`src/rtl/mult_result_fifo_if.sv`:
```
// Handshake and status bundle between the tree multiplier, the result buffer
// and its consumer. The buffer attaches through the slave modport.
interface mult_result_fifo_if #(
    parameter int unsigned SIZE  = 8,
    parameter int unsigned DEPTH = 4,
    parameter int unsigned CNT_W = 8
);
    logic                     clear;
    logic                     in_valid;
    logic                     in_ready;
    logic [2*SIZE-1:0]        in_c;
    logic                     in_overflow;
    logic                     out_valid;
    logic                     out_ready;
    logic [2*SIZE-1:0]        out_c;
    logic                     out_overflow;
    logic [$clog2(DEPTH):0]   count;
    logic [CNT_W-1:0]         ovf_count;

    modport master (
        output clear, in_valid, in_c, in_overflow, out_ready,
        input  in_ready, out_valid, out_c, out_overflow, count, ovf_count
    );

    modport slave (
        input  clear, in_valid, in_c, in_overflow, out_ready,
        output in_ready, out_valid, out_c, out_overflow, count, ovf_count
    );
endinterface

```
`src/rtl/mult_result_fifo.sv`:
```
// Registered result buffer behind the combinational tree multiplier.
// Holds up to DEPTH {product, overflow} entries in order and keeps a
// saturating count of accepted overflow results.
// Optional: define MULT_RESULT_SATURATE_EN to store overflowed products as
// the saturated SIZE-bit value (upper half zero, lower half all ones).
module mult_result_fifo #(
    parameter int unsigned SIZE  = 8,
    parameter int unsigned DEPTH = 4,
    parameter int unsigned CNT_W = 8
) (
    input logic                clk,
    input logic                rst,
    mult_result_fifo_if.slave  bus
);
    localparam int unsigned PTR_W    = $clog2(DEPTH);
    localparam int unsigned CNT_BITS = PTR_W + 1;
    localparam int unsigned W        = 2 * SIZE;

    logic [W:0]          r_mem [DEPTH];
    logic [PTR_W-1:0]    r_wr_ptr;
    logic [PTR_W-1:0]    r_rd_ptr;
    logic [CNT_BITS-1:0] r_count;
    logic [CNT_W-1:0]    r_ovf_count;

    logic                w_full;
    logic                w_empty;
    logic                w_push;
    logic                w_pop;
    logic [W-1:0]        w_wdata;

    assign w_full  = (r_count == CNT_BITS'(DEPTH));
    assign w_empty = (r_count == '0);
    // Ready depends only on occupancy, never on out_ready.
    assign w_push  = bus.in_valid & ~w_full;
    assign w_pop   = bus.out_ready & ~w_empty;

    // Select the data word to store for this push.
    always_comb begin
        w_wdata = bus.in_c;
`ifdef MULT_RESULT_SATURATE_EN
        if (bus.in_overflow) begin
            w_wdata = {{SIZE{1'b0}}, {SIZE{1'b1}}};
        end
`endif
    end

    // Entry storage; contents survive clear/reset since occupancy gates reads.
    always_ff @(posedge clk) begin
        if (w_push && !bus.clear) begin
            r_mem[r_wr_ptr] <= {bus.in_overflow, w_wdata};
        end
    end

    // Pointers, occupancy and overflow event counter.
    always_ff @(posedge clk or posedge rst) begin
        if (rst) begin
            r_wr_ptr    <= '0;
            r_rd_ptr    <= '0;
            r_count     <= '0;
            r_ovf_count <= '0;
        end else if (bus.clear) begin
            r_wr_ptr    <= '0;
            r_rd_ptr    <= '0;
            r_count     <= '0;
            r_ovf_count <= '0;
        end else begin
            if (w_push) begin
                r_wr_ptr <= r_wr_ptr + PTR_W'(1);
            end
            if (w_pop) begin
                r_rd_ptr <= r_rd_ptr + PTR_W'(1);
            end
            if (w_push && !w_pop) begin
                r_count <= r_count + CNT_BITS'(1);
            end else if (!w_push && w_pop) begin
                r_count <= r_count - CNT_BITS'(1);
            end
            if (w_push && bus.in_overflow && (r_ovf_count != '1)) begin
                r_ovf_count <= r_ovf_count + CNT_W'(1);
            end
        end
    end

    // Head outputs forced to zero when empty so stale/unwritten memory never shows.
    always_comb begin
        bus.out_c        = '0;
        bus.out_overflow = 1'b0;
        if (!w_empty) begin
            bus.out_c        = r_mem[r_rd_ptr][W-1:0];
            bus.out_overflow = r_mem[r_rd_ptr][W];
        end
    end

    assign bus.in_ready  = ~w_full;
    assign bus.out_valid = ~w_empty;
    assign bus.count     = r_count;
    assign bus.ovf_count = r_ovf_count;
endmodule

```
`src/flat_wrapper.sv`:
```
// flat-port wrapper written by rule: the top's interface ports become plain ports
module mult_result_fifo_flat 
#(
    parameter int unsigned SIZE  = 8,
    parameter int unsigned DEPTH = 4,
    parameter int unsigned CNT_W = 8
)
  (clk, rst, bus_clear, bus_in_valid, bus_in_c, bus_in_overflow, bus_out_ready, bus_in_ready, bus_out_valid, bus_out_c, bus_out_overflow, bus_count, bus_ovf_count);
  mult_result_fifo_if #(.SIZE(SIZE), .DEPTH(DEPTH), .CNT_W(CNT_W)) bus_i ();
  input logic clk;
  input logic rst;
  input wire logic [$bits(bus_i.clear)-1:0] bus_clear;
  input wire logic [$bits(bus_i.in_valid)-1:0] bus_in_valid;
  input wire logic [$bits(bus_i.in_c)-1:0] bus_in_c;
  input wire logic [$bits(bus_i.in_overflow)-1:0] bus_in_overflow;
  input wire logic [$bits(bus_i.out_ready)-1:0] bus_out_ready;
  output wire logic [$bits(bus_i.in_ready)-1:0] bus_in_ready;
  output wire logic [$bits(bus_i.out_valid)-1:0] bus_out_valid;
  output wire logic [$bits(bus_i.out_c)-1:0] bus_out_c;
  output wire logic [$bits(bus_i.out_overflow)-1:0] bus_out_overflow;
  output wire logic [$bits(bus_i.count)-1:0] bus_count;
  output wire logic [$bits(bus_i.ovf_count)-1:0] bus_ovf_count;
  assign bus_i.clear = bus_clear;
  assign bus_i.in_valid = bus_in_valid;
  assign bus_i.in_c = bus_in_c;
  assign bus_i.in_overflow = bus_in_overflow;
  assign bus_i.out_ready = bus_out_ready;
  assign bus_in_ready = bus_i.in_ready;
  assign bus_out_valid = bus_i.out_valid;
  assign bus_out_c = bus_i.out_c;
  assign bus_out_overflow = bus_i.out_overflow;
  assign bus_count = bus_i.count;
  assign bus_ovf_count = bus_i.ovf_count;
  mult_result_fifo #(.SIZE(SIZE), .DEPTH(DEPTH), .CNT_W(CNT_W)) u_core (.clk(clk), .rst(rst), .bus(bus_i));
endmodule
```
`config.mk`:
```
export PLATFORM = sky130hd
export DESIGN_NAME = mult_result_fifo_flat
export DESIGN_NICKNAME = d
export VERILOG_FILES = /design/src/rtl/mult_result_fifo_if.sv /design/src/rtl/mult_result_fifo.sv /design/src/flat_wrapper.sv
export SDC_FILE = /design/constraint.sdc
export NUM_CORES = 1
export LEC_CHECK = 0
export BUFFER_PORTS_ARGS = -buffer_cell sky130_fd_sc_hd__clkbuf_2
export CORE_MARGIN = 1
export CORE_UTILIZATION = 45
export DETAILED_ROUTE_END_ITERATION = 6
export GPL_ROUTABILITY_DRIVEN = 0
export HOLD_SLACK_MARGIN = 0.05
export PLACE_DENSITY = 0.67
export SKIP_LAST_GASP = 1
export SLEW_MARGIN = 20
export SYNTH_ARGS = -nofsm -noshare
export SYNTH_HDL_FRONTEND = slang
export SYNTH_SLANG_ARGS = --single-unit
```
`constraint.sdc`:
```
create_clock -name clk -period 2 [get_ports clk]
set_clock_uncertainty 0.05 [all_clocks]
set_input_delay 0.1 -clock clk [delete_from_list [all_inputs] [get_ports clk]]
set_output_delay 0.1 -clock clk [all_outputs]
set_load 0.02 [all_outputs]
```
### Yosys cells after proc, flatten, opt, wreduce, memory -nomap -nowiden

Memory sizes are Yosys's and may differ from the RTL's.
Index checks and enable logic that the tools add are counted.

* ROM bits: 0
* memories: 1
* output and inout port bits: 30
* memory bits (writable): 68
* flip-flop bits (word level): 15
* bits in latches: 0

* shift-type cells: 0
* equal/unequal tests: 2
* magnitude comparators: 0
* add/sub/neg operators: 5
* reduce and logical (&&, ||, !) cells: 13
* multiply operators: 0
* multiplexer cells: 13
* bitwise gates (word level): 4
* div/mod/pow operators: 0

Memory list
* u_core.r_mem: words 4, bits a word 17, rd ports 1, clocked after Yosys merged registers in 0, write ports 1, line mult_result_fifo.sv:19 `logic [W:0] r_mem [DEPTH];`

Operator list (number)
* two-way mux 16 bit: 1
* two-way mux 8 bit: 2
* two-way mux 3 bit: 3
* adder 8 x 1 -> 8 bit (second input constant): 1
* two-way mux 2 bit: 4
* != test 8 bit (second input constant): 1
* nonzero test 2 bit: 3
* logical AND 1 bit: 5
* adder 2 x 1 -> 2 bit (second input constant): 2
* adder 3 x 1 -> 3 bit (second input constant): 1
* equality test 3 bit (second input constant): 1
* zero test 1 bit: 3
* zero test 3 bit: 1
* two-way mux 1 bit: 3
* nonzero test 3 bit: 1
* subtractor 3 x 1 -> 3 bit (second input constant): 1
* AND 1 bit: 2
* inverter 1 bit: 2

### Logic depth before layout (Yosys ltp)

Gate-level depths: netlist of run 1.

* word-level depth: 8
* mapped depth: 8
* gate-level depth less buffers: 8

### Worst setup path before layout of run 1

No wires, ideal clock.

* path type: flip-flop to flip-flop
* start point: reg u_core.r_count[0] (netlist: u_core.bus.count[0])
* end point: reg u_core.r_count[2] (netlist: u_core.bus.count[2])
* slack: -0.300 ns
* buffers on the path: 1
* required time: 1.830 ns
* stages on the path, launching flop included: 9
* arrival: 2.130 ns
* cells stage by stage: dfrtp_1 > or3_1 > clkbuf_1 > a21oi_1 > fa_1 > nand2_1 > nor2_1 > a311o_1 > and3_1

* longest elaborated chain between the ends: 7
* elaborated cells on any way between the ends: 16
* classes of those cells: add/sub (2); eq/ne (1); mux (3); bitwise (4); reduce/logical (6)

RTL lines
* start: declaration: line mult_result_fifo.sv:22 `logic [CNT_BITS-1:0] r_count;`
* start signal: assignment: line mult_result_fifo.sv:74 `r_count <= r_count + CNT_BITS'(1);`
* start signal: assignment: line mult_result_fifo.sv:76 `r_count <= r_count - CNT_BITS'(1);`
* zero test 3 bit (*): line mult_result_fifo.sv:32 `assign w_empty = (r_count == '0);`
* inverter 1 bit (*)
* named net bus_out_valid: line flat_wrapper.sv:18 `output wire logic [$bits(bus_i.out_valid)-1:0] bus_out_valid;`
* AND 1 bit (*): line mult_result_fifo.sv:35 `assign w_pop = bus.out_ready & ~w_empty;`
* zero test 1 bit: line mult_result_fifo.sv:73 `if (w_push && !w_pop) begin`
* logical AND 1 bit: line mult_result_fifo.sv:73
* two-way mux 3 bit: line mult_result_fifo.sv:73
* two-way mux 3 bit: line mult_result_fifo.sv:61 `end else if (bus.clear) begin`

The timed path passes the listed nets; every way through them passes the cells marked *. The select of a mux whose other input is x is not followed.
A chain may end at the register's enable or synchronous reset.

### Worst setup path in the final report of run 1

* start point: reg u_core.r_count[0] (netlist: u_core.bus.count[0])
* end point: reg u_core.r_count[2] (netlist: u_core.bus.count[2])

* longest elaborated chain between the ends: 7
* elaborated cells on any way between the ends: 16
* classes of those cells: add/sub (2); eq/ne (1); mux (3); bitwise (4); reduce/logical (6)

RTL lines
* parallel branches: the longest is 7 deep, another holds subtractor 3 x 1 -> 3 bit

Parallel ways; which one is timed is not known. The select of a mux whose other input is x is not followed.

==> flow_metrics.py, run 1 <==
metrics = {
    "logic_synthesis": {
        "synth_area_per_cell_um2": 17.0,
        "ys_ff_latch": 83,
        "synthArstFlopShare_pct": 18.1,
        "yosysWarnings": 0,
        "synth_nets": 233,
        "synth_edf_count": 68,
        "synth_top_area_share_pct": 58.7,
        "ys_top_cells_by_count": "edfxtp_1 (68), and2_1 (21), mux4_2 (17)",
        "synth_cells": 205,
        "synth_flop_cell": "edfxtp_1",
        "ys_types": 32,
        "yosys-top-cells-area": "edfxtp_1 (59%), mux4_2 (11%), dfrtp_1 (11%)",
        "yosysTopAreaCell": "edfxtp_1",
        "synth.most_common_cell": "edfxtp_1",
        "ys_seq_area_share_pct": 69.4,
        "syn_area_um2": 3480,
    },
    "timing": {
        "slew_violations": 0,
        "slew-limit-headroom_pct": 60.5,
        "post-route-min-period_ps": 2010,
        "hold_viol_final": 0,
        "rsz0062_at_grt": "true",
        "hold_slack_ps": 83.9,
        "fmax_mhz": 497,
        "setup_ws_ps": -11.0,
        "tightest_slew_ps": 592,
        "tns_ps": -11.0,
        "setup-violations-final": 1,
        "period_share_pct": 101,
    },
    "clock_network": {
        "cts_root_buf": "clkbuf_8",
        "cts_tree": "done",
        "cts_max_level": 3,
        "cts_buffer_depth": 2,
        "numClockSinks": 83,
        "path_clk_slew_ps": 90,
        "clock_latency_ps": 350,
        "cts_buffers": 9,
    },
    "final_layout": {
        "final_cells": 399,
        "stdcell_area_um2": 4420,
        "area_growth_pct": 27.0,
        "fill_cells": 550,
        "layout.nets": 323,
        "drive_gt1_share_pct": 40.0,
        "final_core_util_pct": 60.0,
        "diodes": 0,
    },
    "setup_path": {
        "worstSetupStartpointType": "register",
        "worstSetupPathType": "reg2reg",
        "crit_fanout": 4,
        "reg2regPathDepth": 8,
        "end_kind": "register",
        "cp_data_required_time_ps": 2190,
        "worstPathArrival_ps": 2200,
    },
    "placed_design": {
        "port_buffers": 51,
        "dp_cells": 362,
        "dp_hpwl_um": 3810,
        "dpl_cell_area_um2": 3960,
    },
    "power": {
        "vdd_drop_max_mv": 0.423,
        "p_leak_nw": 1.66,
        "power.density_nw_per_um2": 1130,
    },
    "die": {
        "die_h_um": 90.0,
        "die_width_um": 90.0,
        "dieArea_um2": 8090,
        "num_rows": 31,
        "io_pins": 52,
        "coreArea_um2": 7370,
        "initial_utilization_pct": 47.2,
    },
    "drt": {
        "remaining_drc_errors": 0,
        "drt_wl_total_um": 6190,
        "wl_per_cell_um": 15.5,
        "drt_iter0_markers": 67,
        "viasPerCell": 5.07,
        "ant_nets": 0,
        "drt-pass1-iter-count": 4,
        "via_count": 2021,
    },
    "worst_hold_path": {
        "hold_class": "in2reg",
        "whs_path_depth": 3,
    },
    "status": {
        "status": "complete, but fails checks",
        "violations": "negative setup slack",
    },
    "global_route": {
        "grt_max_degree": 21,
        "first_global_vias": 1993,
        "overflow": 0,
        "grt_pass1_wl_um": 9960,
        "antenna_found_initial": 0,
        "grt_use_total_pct": 16.4,
    },
    "job": {
        "cap_viol_max_count": 0,
    },
}
[area by class of cell]
cell class,instances,area (um2),share of cell area (%)
Sequential cell,83,2420,54.8
Multi-Input combinational cell,106,1020,23.1
Timing Repair Buffer,88,643,14.6
Clock buffer,9,124,2.80
Tap cell,99,124,2.80
Clock inverter,7,58.8,1.33
Inverter,7,26.3,0.595
[cells by family (layout without fill, tap and decap cells)]
family | count (synthesis) | in the layout | synth area share [%]
muxes | 20 | 20 | 11.9
xor gates and xnor gates | 5 | 5 | 1.26
buffers and inverters | 16 | 111 | 2.12
adders and majority gates | 6 | 6 | 2.37
AOI/OAI and AO/OA | 19 | 19 | 3.74
and+or+nand+nor | 56 | 56 | 9.13
DFF | 83 | 83 | 69.4
[final timing paths]
path                                          start                  end  slack [ps]
worst max-delay path            u_core.bus.count[0]  u_core.bus.count[2]         -10
worst min-delay path                   bus_in_valid   u_core.r_wr_ptr[1]          80
worst min register to register   u_core.r_wr_ptr[1]   u_core.r_wr_ptr[1]         540
min in group asynchronous                       rst   u_core.r_wr_ptr[0]         290
worst max register to register  u_core.bus.count[0]  u_core.bus.count[2]         -10
max in group asynchronous                       rst  u_core.bus.count[1]        1190
[metal layers]
layer,vias up,track usage [%],part of all wire (%)
li1,969,-,-
met1,1003,21.1,45
met2,43,26.9,51
met3,6,3.89,3.6
met4,0,6.85,1.3
met5,-,0,0
[state kept, by name, summed over array words and instances (netlist names)]
name / cells
u_core.bus.count: 3
u_core.r_wr_ptr: 2
u_core.r_mem: 68
u_core.bus.ovf_count: 8
u_core.r_rd_ptr: 2
[layout by cell type (no fill, tap or decap), types with 3 or more instances in the layout]
cell type and count:
or4_1 3, nor2_1 12, and2_1 17, o31ai_1 3, nand3_1 6, dfrtp_1 11
dfrtp_2 4, and2_4 4, or3_1 3, nand2_1 5, edfxtp_1 68, clkbuf_8 9
o21ai_0 5, xor2_1 3, a21oi_1 7, dlygate4sd3_1 18, clkbuf_2 47, inv_1 7
mux4_2 17, buf_4 18, ha_1 5
[per-stage QoR]
| stage | power [mW] | worst slack (ps) |
|---|---|---|
| floorplan | 3.21 | -132 |
| global placement | 3.70 | 9.37 |
| detailed placement | 3.72 | -30.5 |
| CTS | 4.85 | 6.90 |
| global route | 5.25 | -84.1 |
| finish | 4.99 | -11.0 |
[repair_timing]
item,4_1_cts,5_1_grt
endpoints found under the setup margin,1,8
cloned,0,2
buffers inserted,1,0
hold endpoints to repair,83,0
hold buffers,18,0
resized for setup,0,16
pin swaps,2,0
[critical path, stage by stage, from the launching register on]
cell and delay, ps:
dfrtp_2 430, or3b_4 400, nand2_4 70, a21oi_2 40, fa_2 390, nand2_1 80
nor2_1 50, a311o_1 260, and3_1 140
[report_power, final]
| group | switching, mW | leakage (nW) | internal [mW] |
|---|---|---|---|
| logic | 0.926 | 0.754 | 0.887 |
| registers | 0.0666 | 0.816 | 2.00 |
| clock network | 0.634 | 0.0921 | 0.470 |
| total | 1.63 | 1.66 | 3.36 |
No activity file was read; power rests on OpenSTA's default activity.
==> run 2: changes to the inputs <==
--- a/config.mk
+++ b/config.mk
@@ -11,7 +11,8 @@
 export DETAILED_ROUTE_END_ITERATION = 6
 export GPL_ROUTABILITY_DRIVEN = 0
 export HOLD_SLACK_MARGIN = 0.05
-export PLACE_DENSITY = 0.67
+export MAX_ROUTING_LAYER = met4
+export PLACE_DENSITY = 0.64
 export SKIP_LAST_GASP = 1
 export SLEW_MARGIN = 20
 export SYNTH_ARGS = -nofsm -noshare
==> constraint.sdc (replaced) <==
create_clock -name clk -period 2.1 [get_ports clk]
set_clock_uncertainty 0.05 [all_clocks]
set_input_delay 0.105 -clock clk [delete_from_list [all_inputs] [get_ports clk]]
set_output_delay 0.105 -clock clk [all_outputs]
set_load 0.02 [all_outputs]
==> flow_metrics.py, run 2 (synthesized netlist as in run 1, its figures left out) <==
metrics = {
    "status": {
        "status": "completed",
    },
    "setup_path": {
        "crit_fanout": 4,
        "cp_data_required_time_ps": 2280,
        "worstSetupPathType": "reg2reg",
        "reg2regPathDepth": 8,
        "r2r_slack_ps": 100,
        "worstSetupStartpointType": "register",
        "reg2reg_from": "u_core.bus.count[1]",
        "reg2reg_to": "u_core.bus.count[2]",
        "end_kind": "register",
        "worstPathArrival_ps": 2180,
    },
    "final_layout": {
        "final_core_util_pct": 59.0,
        "largest_register_ffs": 68,
        "area_growth_pct": 24.9,
        "layout_commonest_cell": "edfxtp_1",
        "drive_gt1_share_pct": 37.5,
        "layout_common_cells": "edfxtp_1 (68), clkbuf_2 (51), and2_1 (21), dlygate4sd3_1 (18), mux4_2 (17)",
        "diodes": 0,
        "fill_cells": 585,
        "stdcell_area_um2": 4350,
        "layout.nets": 320,
        "top_register": "u_core.r_mem",
    },
    "power": {
        "p_leak_nw": 1.62,
        "vdd_drop_max_mv": 0.565,
        "power.density_nw_per_um2": 1060,
        "p_total_mw": 4.62,
    },
    "placed_design": {
        "port_buffers": 51,
        "dp_hpwl_um": 3990,
        "dpl_cell_area_um2": 3970,
    },
    "drt": {
        "viasPerCell": 5.11,
        "remaining_drc_errors": 0,
        "drt_wl_total_um": 6180,
        "wl_per_cell_um": 15.6,
        "drt_iter0_markers": 66,
        "via_count": 2020,
        "drt-pass1-iter-count": 4,
        "ant_nets": 0,
    },
    "worst_hold_path": {
        "hold_path_startpoint": "bus_in_valid",
        "hold_class": "in2reg",
        "min_to": "u_core.r_wr_ptr[1]",
        "whs_path_depth": 3,
    },
    "timing": {
        "fmax_mhz": 499,
        "post-route-min-period_ps": 2000,
        "slew_violations": 0,
        "slew-limit-headroom_pct": 58.7,
        "period_share_pct": 95.3,
        "tns_ps": 0,
        "hold_slack_ps": 93.8,
        "hold_viol_final": 0,
        "setup-violations-final": 0,
        "tightest_slew_ps": 618,
        "rsz0062_at_grt": "false",
    },
    "die": {
        "die_h_um": 90.0,
        "coreArea_um2": 7370,
        "initial_utilization_pct": 47.2,
        "dieArea_um2": 8090,
        "io_pins": 52,
        "die_width_um": 90.0,
        "num_rows": 31,
    },
    "clock_network": {
        "cts_buffers": 9,
        "numClockSinks": 83,
        "cts_max_level": 3,
        "cts_root_buf": "clkbuf_8",
        "clock_latency_ps": 350,
        "path_clk_slew_ps": 80,
        "cts_buffer_depth": 2,
        "cts_tree": "done",
        "post_cts_buffers": 0,
    },
    "global_route": {
        "first_global_vias": 2016,
        "antenna_found_initial": 0,
        "overflow": 0,
        "grt_use_total_pct": 17.2,
        "grt_max_degree": 21,
        "grt_pass1_wl_um": 10100,
    },
    "job": {
        "cap_viol_max_count": 0,
    },
}
run 2: cell count changes in the layout (fill, tap and decap cells not counted), moves of 2 or more:
| cell | previous run | this run |
|---|---|---|
| buf_6 | 2 | 0 |
| buf_4 | 18 | 14 |
| clkbuf_16 | 2 | 0 |
| clkbuf_2 | 47 | 51 |
| and2_1 | 17 | 21 |
| and2_4 | 4 | 0 |
run 2: per-layer routing:
| metal | global-route usage, % | vias to the layer above | wire [um] |
|---|---|---|---|
| met5 | - | - | 0 |
| met3 | 3.38 | 11 | 193 |
| li1 | - | 960 | - |
| met2 | 27.8 | 36 | 3070 |
| met4 | 8.06 | 0 | 116 |
| met1 | 21.1 | 1013 | 2790 |
run 2: area by class of cell:
class	count	area, um2	share of cell area, %
Sequential cell	83	2420	55.7
Multi-Input combinational cell	106	1000	23.1
Timing Repair Buffer	85	581	13.4
Clock buffer	10	128	2.94
Tap cell	99	124	2.85
Clock inverter	5	62.6	1.44
Inverter	7	26.3	0.604
run 2: worst max-delay path by stage:
stage	from	depth (start not counted)	to	slack [ps]
6_report	u_core.bus.count[1]	8	u_core.bus.count[2]	100
3_5_place_dp	u_core.bus.count[1]	8	u_core.bus.count[2]	60
3_3_place_gp	u_core.bus.count[1]	7	u_core.bus.count[2]	120
5_1_grt	u_core.bus.count[1]	8	u_core.bus.count[2]	8
4_1_cts	u_core.bus.count[1]	8	u_core.bus.count[2]	50
2_1_floorplan	u_core.bus.count[1]	8	u_core.bus.count[2]	-30
run 2: report_power, final:
| group | total (mW) | switching (mW) | internal (mW) |
|---|---|---|---|
| Clock | 1.11 | 0.559 | 0.549 |
| Sequential | 1.97 | 0.0601 | 1.91 |
| Combinational | 1.54 | 0.845 | 0.699 |
| Total | 4.62 | 1.46 | 3.16 |
run 2: critical path, cell delays in order, from the launching register on:
cell and delay (ps):
dfrtp_2 410, or3b_4 410, nand2_4 70, a21oi_2 40, fa_2 370, nand2_1 90
nor2_2 50, a311o_1 260, and3_1 140
run 2: stage by stage:
step | setup slack (ps) | instances
6_report | 97.9 | 395
5_1_grt | 8.13 | 395
4_1_cts | 46.3 | 395
3_5_place_dp | 59.9 | 362
3_3_place_gp | 120 | 362
2_1_floorplan | -32.3 | 205
run 2: what timing repair did:
| action | CTS | global route |
|---|---|---|
| resized for setup | 0 | 1 |
| setup endpoints to repair | 0 | 1 |
| hold buffers | 18 | 0 |
| endpoints found under the hold margin | 83 | 0 |
